### src/rtl/program_loader_pkg.sv
// ---------------------------------------------------------------------------
// processador_defs
// Shared definitions for the boot-time program loader and the instruction
// memory of Processador. This package holds the loader FSM state encoding,
// the frame geometry constants and the default instruction-memory address
// width, so that the loader and the memory agree on one value.
// No ports (package).
// ---------------------------------------------------------------------------
package processador_defs;

    // Instruction-memory word-address width. Capacity is 2^ADDR_WIDTH words.
    localparam int ADDR_WIDTH_DEFAULT = 8;

    // Frame geometry: the count prefix is 2 bytes, and every word is 4 bytes.
    localparam int LEN_BYTES  = 2;
    localparam int WORD_BYTES = 4;
    localparam int LANE_BITS  = $clog2(WORD_BYTES);

    typedef enum logic [2:0] {
        ST_LEN_LO = 3'd0,
        ST_LEN_HI = 3'd1,
        ST_DATA   = 3'd2,
        ST_CHK    = 3'd3,
        ST_DONE   = 3'd4,
        ST_ERR    = 3'd5
    } loader_state_t;

endpackage

### src/rtl/program_loader_word_assembler.sv
// ---------------------------------------------------------------------------
// word_assembler
// Collects little-endian bytes into 32-bit words. The first byte of a word
// ends up in bits 7:0. A lane counter tracks the byte position. When the
// last lane arrives, the complete word is presented combinationally
// together with word_valid, in the same cycle as that byte.
// Ports:
//   clock, reset  system clock, synchronous active-high reset
//   clear         FSM-requested clear of the partial word and lane counter
//   byte_valid    byte_in is a data byte accepted this cycle
//   byte_in       data byte
//   word_valid    high when byte_in completes a word
//   word          assembled word (valid with word_valid)
// ---------------------------------------------------------------------------
module word_assembler
    import processador_defs::*;
(
    input  logic        clock,
    input  logic        reset,
    input  logic        clear,
    input  logic        byte_valid,
    input  logic [7:0]  byte_in,
    output logic        word_valid,
    output logic [31:0] word
);

    localparam int HELD_BITS = 8 * (WORD_BYTES - 1);

    logic [LANE_BITS-1:0] lane;
    logic [HELD_BITS-1:0] held;

    // Only the first three bytes need to be stored. The fourth byte is
    // merged straight into the output word, so the word is ready on the
    // same cycle that its last byte arrives.
    always_ff @(posedge clock) begin
        if (reset || clear) begin
            lane <= '0;
            held <= '0;
        end else if (byte_valid) begin
            lane <= lane + LANE_BITS'(1);
            held <= {byte_in, held[HELD_BITS-1:8]};
        end
    end

    assign word_valid = byte_valid && (lane == LANE_BITS'(WORD_BYTES - 1));
    assign word       = {byte_in, held};

endmodule

### src/rtl/program_loader.sv
// ---------------------------------------------------------------------------
// program_loader
// Boot-time loader. It receives a length-prefixed, little-endian byte frame
// and writes the resulting 32-bit words to consecutive instruction-memory
// addresses, starting at 0. It holds Processador in reset until the image
// is complete.
// Optional feature macro: LOADER_CHECKSUM_EN. When it is defined, the frame
// carries a trailing checksum byte. The 8-bit sum of all frame bytes must
// be 0; if it is not, the load ends in the error state.
// Ports:
//   clock, reset  system clock, synchronous active-high reset
//   in_data       stream byte, accepted when in_valid & in_ready
//   in_valid      in_data is valid
//   in_ready      loader accepts a byte this cycle
//   mem_we        instruction-memory write strobe (one cycle per word)
//   mem_addr      word address (held between writes)
//   mem_wdata     write data (held between writes)
//   cpu_reset     reset to Processador, released only on a successful load
//   done          load completed (sticky until reset)
//   error         load aborted (sticky until reset)
// ---------------------------------------------------------------------------
module program_loader
    import processador_defs::*;
#(
    parameter int ADDR_WIDTH = ADDR_WIDTH_DEFAULT
) (
    input  logic                  clock,
    input  logic                  reset,
    input  logic [7:0]            in_data,
    input  logic                  in_valid,
    output logic                  in_ready,
    output logic                  mem_we,
    output logic [ADDR_WIDTH-1:0] mem_addr,
    output logic [31:0]           mem_wdata,
    output logic                  cpu_reset,
    output logic                  done,
    output logic                  error
);

    localparam logic [16:0] MAX_WORDS = 17'(1) << ADDR_WIDTH;

    loader_state_t         state;
    loader_state_t         next_state;
    logic [7:0]            len_lo;
    logic [15:0]           word_count;
    logic [15:0]           rx_count;
    logic [ADDR_WIDTH-1:0] word_idx;
    logic                  accept;
    logic                  data_byte;
    logic                  asm_clear;
    logic                  word_valid;
    logic [31:0]           word;
    logic                  last_word;

    assign accept    = in_valid && in_ready;
    assign data_byte = accept && (state == ST_DATA);
    assign asm_clear = (state != ST_DATA);
    assign rx_count  = {in_data, len_lo};

    // Compare in 17 bits so that a full memory (N = 2^ADDR_WIDTH) is
    // still detected correctly when word_idx is about to wrap.
    assign last_word = ((17'(word_idx) + 17'd1) == {1'b0, word_count});

`ifdef LOADER_CHECKSUM_EN
    logic [7:0] sum;
    logic [7:0] sum_next;

    assign sum_next = sum + in_data;

    // The running sum covers every accepted byte, including the
    // checksum byte itself.
    always_ff @(posedge clock) begin
        if (reset) begin
            sum <= '0;
        end else if (accept) begin
            sum <= sum_next;
        end
    end
`endif

    word_assembler u_word_assembler (
        .clock      (clock),
        .reset      (reset),
        .clear      (asm_clear),
        .byte_valid (data_byte),
        .byte_in    (in_data),
        .word_valid (word_valid),
        .word       (word)
    );

    always_ff @(posedge clock) begin
        if (reset) begin
            state <= ST_LEN_LO;
        end else begin
            state <= next_state;
        end
    end

    // in_ready is also forced low during reset, so that the reset cycle
    // itself never advertises acceptance.
    always_comb begin
        next_state = state;
        in_ready   = 1'b0;
        case (state)
            ST_LEN_LO: begin
                in_ready = !reset;
                if (accept) next_state = ST_LEN_HI;
            end
            ST_LEN_HI: begin
                in_ready = !reset;
                if (accept) begin
                    if ({1'b0, rx_count} > MAX_WORDS) begin
                        next_state = ST_ERR;
                    end else if (rx_count == 16'd0) begin
`ifdef LOADER_CHECKSUM_EN
                        next_state = ST_CHK;
`else
                        next_state = ST_DONE;
`endif
                    end else begin
                        next_state = ST_DATA;
                    end
                end
            end
            ST_DATA: begin
                in_ready = !reset;
                if (word_valid && last_word) begin
`ifdef LOADER_CHECKSUM_EN
                    next_state = ST_CHK;
`else
                    next_state = ST_DONE;
`endif
                end
            end
`ifdef LOADER_CHECKSUM_EN
            ST_CHK: begin
                in_ready = !reset;
                if (accept) next_state = (sum_next == 8'd0) ? ST_DONE : ST_ERR;
            end
`endif
            ST_DONE: next_state = ST_DONE;
            ST_ERR:  next_state = ST_ERR;
            default: next_state = ST_LEN_LO;
        endcase
    end

    // Frame counters and the registered memory write port. mem_addr and
    // mem_wdata change only on a write, so they hold their values between
    // writes.
    always_ff @(posedge clock) begin
        if (reset) begin
            len_lo     <= '0;
            word_count <= '0;
            word_idx   <= '0;
            mem_we     <= 1'b0;
            mem_addr   <= '0;
            mem_wdata  <= '0;
        end else begin
            mem_we <= word_valid;
            if (word_valid) begin
                mem_addr  <= word_idx;
                mem_wdata <= word;
                word_idx  <= word_idx + ADDR_WIDTH'(1);
            end
            if (accept && (state == ST_LEN_LO)) len_lo <= in_data;
            if (accept && (state == ST_LEN_HI)) word_count <= rx_count;
        end
    end

    assign done      = (state == ST_DONE);
    assign error     = (state == ST_ERR);
    assign cpu_reset = (state != ST_DONE);

endmodule

### config.mk
export PLATFORM = sky130hd
export DESIGN_NAME = program_loader
export DESIGN_NICKNAME = d
export VERILOG_FILES = /design/src/rtl/program_loader_pkg.sv /design/src/rtl/program_loader_word_assembler.sv /design/src/rtl/program_loader.sv
export SDC_FILE = /design/constraint.sdc
export NUM_CORES = 1
export LEC_CHECK = 0
export CORE_MARGIN = 10
export CORE_UTILIZATION = 54
export DETAILED_ROUTE_END_ITERATION = 10
export MAX_ROUTING_LAYER = met4
export PLACE_DENSITY = 0.9
export SYNTH_ARGS = -nofsm -noshare
export SYNTH_HDL_FRONTEND = slang
export SYNTH_SLANG_ARGS = --single-unit
### constraint.sdc
create_clock -name clock -period 2.2 [get_ports clock]
set_input_delay 0.55 -clock clock [delete_from_list [all_inputs] [get_ports clock]]
set_output_delay 0.55 -clock clock [all_outputs]
set_load 0.05 [all_outputs]
**Word-level counts from Yosys, hierarchy flattened**

Index checks and enable logic that the tools add are counted.

- Flip-flop bits (word level): 102
- Bits of input ports: 11
- Logic and storage cells: 43

- Add/sub/neg operators: 3
- $lt $le $gt $ge: 1
- Equality and inequality tests: 11
- Muxes and demuxes: 7
- Reduce and logical (&&, ||, !) cells: 12

Operator list:

| operator | count |
|---|---|
| $eq 9x16->1 | 1 |
| $gt 16x9->1 const B | 1 |
| $logic_not 16->1 | 1 |
| $mux 3 | 5 |
| $pmux 3 s5 | 1 |
| $add 8x1->9 const B | 1 |
| $add 8x1->8 const B | 1 |
| $eq 3x3->1 const B | 2 |
| $logic_and 1x1->1 | 6 |
| $ne 2x2->1 const B | 2 |
| $eq 3x1->1 const B | 1 |
| $eq 3x2->1 const B | 1 |
| $logic_not 3->1 | 1 |
| $ne 3x2->1 const B | 1 |
| $ne 3x3->1 const B | 1 |
| $reduce_and 3->1 | 1 |
| $reduce_or 3->1 | 1 |
| $add 2x1->2 const B | 1 |
| $eq 2x2->1 const B | 1 |
| $ne 2x1->1 const B | 1 |
| $logic_not 1->1 | 1 |
| $logic_or 1x1->1 | 1 |
| $mux 1 | 1 |

**Longest topological paths before layout**

- Depth after elaboration: 9
- Gate-level depth with buffers: 8

**Modules after synthesis**

From an unflattened synthesis, not the netlist that was laid out.

- Cell total of the unflattened synthesis: 428
- Area total of the unflattened synthesis: 4239.1 sq um

Modules (own cells, without submodules):

| module | times used | cells each | area each (sq um) |
|---|---|---|---|
| program_loader | 1 | 333 | 3199.3 |
| word_assembler | 1 | 95 | 1039.7 |

**Worst setup path after synthesis**

No wires, ideal clock.

- Path type: in2reg
- Start point: input reset
- End point: register len_lo[0]
- Library setup time: 0.128 ns
- Arrival time: 2.040 ns
- Required time: 2.072 ns
- Setup slack: 0.032 ns
- Stages: 5
- Buffers on the path: 0
- Path through: a211oi_4 > nand2_4 > nor4_4 > mux2i_1 > nor2_1

- Word-level cells in the longest chain between the ends: 4

RTL lines:

| element | line | source |
|---|---|---|
| start, declared | program_loader.sv:28 | `input logic reset,` |
| $logic_not 1->1 | program_loader.sv:106, program_loader.sv:110, program_loader.sv:126 |  |
| $mux 1 | n/a |  |
| $logic_and 1x1->1 | program_loader.sv:55 | `assign accept = in_valid && in_ready;` |
| $logic_and 1x1->1 | program_loader.sv:165 | `if (accept && (state == ST_LEN_LO)) len_lo <= in_data;` |
| end signal, assigned | program_loader.sv:165 |  |
| end, declared | program_loader.sv:44 | `logic [7:0] len_lo;` |

Parallel ways exist; a longest one is shown, timed or not.
A chain may end at the register's enable or synchronous reset.

**Worst setup path in the final report**

- Start point: register state[0]
- End point: output done

- Word-level cells in the longest chain between the ends: 1

RTL lines:

| element | line | source |
|---|---|---|
| start, declared | program_loader.sv:42 | `loader_state_t state;` |
| start signal, assigned | program_loader.sv:95 | `state <= next_state;` |
| $eq 3x3->1 | program_loader.sv:170 | `assign done = (state == ST_DONE);` |
| end, declared | program_loader.sv:36 | `output logic done,` |

Every way passes these cells.

==> impl_metrics.json <==
{
  "first_pass_iters": 4,
  "clock-sinks": 102,
  "fillCellCount": 536,
  "worst_skew_pair.late_latency_ps": 380,
  "cts-root-buf": "clkbuf_8",
  "overflow": 0,
  "antenna_found_initial": 0,
  "path_clk_slew_ps": 100,
  "vias": 3643,
  "syn_inst": 491,
  "antenna_left": 0,
  "nets": 559,
  "io_buffers": 55,
  "synth_fa_ha_area_frac": 0.00611,
  "syn2layout_area_growth_pct": 22.9,
  "diodes": 0,
  "slew_headroom": 0.644,
  "dieArea_mm2": 0.0115,
  "synth_xor_area_frac": 0.0256,
  "syn_avg_cell_area_um2": 8.35,
  "synth-compound-area-share": 0.134,
  "die_w_um": 107,
  "placed_cells": 634,
  "rows": 31,
  "critPathKind": "reg -> out",
  "route.detailed.drc": 0,
  "fin_skew_ps": 13.3,
  "drt-initial-drc-count": 244,
  "synthMuxAreaShare": 0.0586,
  "synth_top_family_by_area": "simple AND/OR/NAND/NOR gates",
  "cp-start-kind": "flip-flop",
  "postCtsHoldBufs": 0,
  "clockBufferDepth": 2,
  "yosysWarnings": 0,
  "synth_cell_types": 49,
  "peakVddDrop_uv": 487,
  "place_congestion": 0.870,
  "synth-edff-count": 0,
  "ys_seq_area_frac": 0.498,
  "syn-num-nets": 504,
  "cts_tree": "done",
  "rsz0062_at_grt": "false",
  "synth-simple-area-share": 0.235,
  "grt_pass1_vias": 3486,
  "final_util": 0.687,
  "initial_core_util": 0.559,
  "grt_use_total": 0.187,
  "seqPwrFrac": 0.568,
  "switchingPower_mw": 0.811,
  "drive_above_1_share": 0.0980,
  "post_drt_wl_per_cell_um": 15.9,
  "post-cts-setup-buffer-count": 0,
  "ios": 56,
  "async_flop_share": 0,
  "dpl.hpwl_um": 7230,
  "final.min_clock_period_ps": 2160,
  "required_ps": 1650,
  "comb_power_share": 0.063,
  "crit_fanout": 8,
  "outcome": "completed",
  "pwr-share-clk": 0.369,
  "wl_um": 10400,
  "p_int_mw": 2.49,
  "cts_resized": 0,
  "worst_pin_slew_ps": 533,
  "powerDensity_mw_per_mm2": 656,
  "core_mm2": 0.00733,
  "swShare": 0.246,
  "slew_violations": 0,
  "worst_slack_ps": 40.4,
  "worstHoldPathType": "reg -> reg",
  "setup_viol": 0,
  "setup-tns-final_ps": 0,
  "final-hold-violation-count": 0,
  "grt_pass1_wl_um": 17100,
  "die_y_um": 107,
  "p_leak_nw": 1.83,
  "synth-main-ff-cell": "dfxtp_1",
  "routed_via_density": 5.60,
  "cts_buffers": 9,
  "ys_seq_elements": 102,
  "cap_violations": 0,
  "fin_cells": 650,
  "pre_cts_slack_ps": -16.9,
  "cp-end-kind": "output pin",
  "h-tree-depth": 3,
  "netlist_area_mm2": 0.00410,
  "post-route-period-util": 0.982,
  "critPathArrivalTime_ps": 1610,
  "clock.fmax_mhz": 463,
  "grt_max_degree": 48
}
path summary, 6_finish.rpt:
kind / slack (ps) / cells after the start / startpoint / to
max: 40 / 3 / state[0] / done
min: 460 / 2 / mem_addr[0] / mem_addr[0]
max reg2reg: 200 / 5 / word_count[9] / state[2]
min reg2reg: 460 / 2 / mem_addr[0] / mem_addr[0]
flip-flops by register name (all words and copies together), names as in the netlist:
| signal | cells |
|---|---|
| len_lo | 8 |
| u_word_assembler.lane | 2 |
| u_word_assembler.held | 24 |
| word_count | 16 |
| word_idx | 8 |
| mem_we | 1 |
| mem_addr | 8 |
| state | 3 |
| mem_wdata | 32 |
cells in the mapped netlist (2+ instances only):
master / number / area [um^2]
a21boi_0: 2 / 15.0
a21oi_1: 70 / 350
and2_1: 2 / 12.5
and3b_1: 2 / 17.5
buf_1: 6 / 22.5
buf_2: 5 / 25.0
buf_4: 2 / 15.0
clkbuf_1: 22 / 82.6
dfxtp_1: 102 / 2040
ha_1: 2 / 25.0
inv_1: 4 / 15.0
mux2i_1: 24 / 240
nand2_1: 134 / 503
nand3_1: 5 / 25.0
nand4_1: 4 / 25.0
nor2_1: 34 / 128
nor2b_1: 6 / 37.5
nor3_1: 6 / 30.0
nor4_1: 4 / 25.0
o211ai_1: 3 / 22.5
o21ai_0: 6 / 30.0
o22ai_1: 3 / 18.8
o31ai_1: 2 / 15.0
or3_1: 4 / 25.0
or4_1: 3 / 22.5
xnor2_1: 6 / 52.6
xor2_1: 6 / 52.6
cell families after synthesis:
kind of cell               after synthesis
DFF                                    102
xor gates and xnor gates                12
and+or+nand+nor                        214
buffers and inverters                   41
AOI/OAI and AO/OA                       96
muxes                                   24
adders and majority gates                2
placed cells by master, fill, tap and decap left out, drive strengths merged, types with 3 or more instances in the layout:
| cell type | instances |
|---|---|
| or3 | 4 |
| nor2b | 6 |
| buf | 30 |
| xor2 | 6 |
| o211ai | 3 |
| nor4 | 5 |
| dfxtp | 102 |
| nand4 | 4 |
| clkdlybuf4s50 | 50 |
| or4 | 3 |
| inv | 8 |
| nor3 | 6 |
| a21oi | 70 |
| clkbuf | 10 |
| o21ai | 7 |
| o22ai | 3 |
| mux2i | 24 |
| nor2 | 34 |
| xnor2 | 6 |
| nand3 | 6 |
| nand2 | 135 |
power groups by stage:
stage | Clock, mW | Sequential (mW) | Combinational (mW)
5_1_grt | 1.30 | 1.88 | 0.221
3_3_place_gp | 0 | 1.92 | 0.198
3_5_place_dp | 0 | 1.92 | 0.204
2_1_floorplan | 0 | 1.91 | 0.120
6_report | 1.22 | 1.87 | 0.208
4_1_cts | 1.23 | 1.87 | 0.206
layout make-up:
type | instances | area [um^2] | share of cell area
Clock buffer | 10 | 128 | 0.0253
Clock inverter | 6 | 76.3 | 0.0152
Inverter | 5 | 18.8 | 0.00373
Multi-Input combinational cell | 348 | 1890 | 0.375
Sequential cell | 102 | 2040 | 0.406
Tap cell | 99 | 124 | 0.0246
Timing Repair Buffer | 80 | 761 | 0.151
per-stage QoR:
stage / area (um^2) / hold slack (ps) / total power, mW
after CTS: 5030 / 460 / 3.31
after floorplan: 4100 / 432 / 2.03
after global routing: 5030 / 481 / 3.40
after global placement: 4830 / 440 / 2.11
after detailed placement: 4830 / 446 / 2.12
final: 5030 / 461 / 3.30
worst max-delay path, cell delays in order (launching register included):
cell and delay (ps):
dfxtp_1 440, or3b_2 530, inv_1 120, buf_12 140
routing by layer:
metal / GRT usage / share of wire / vias up
met4: 0.0822 / 0.019 / 0
met3: 0.0329 / 0.070 / 17
met2: 0.298 / 0.49 / 131
met5: - / 0 / -
met1: 0.227 / 0.42 / 1743
li1: - / - / 1752
No activity file was read; power rests on OpenSTA's default activity.
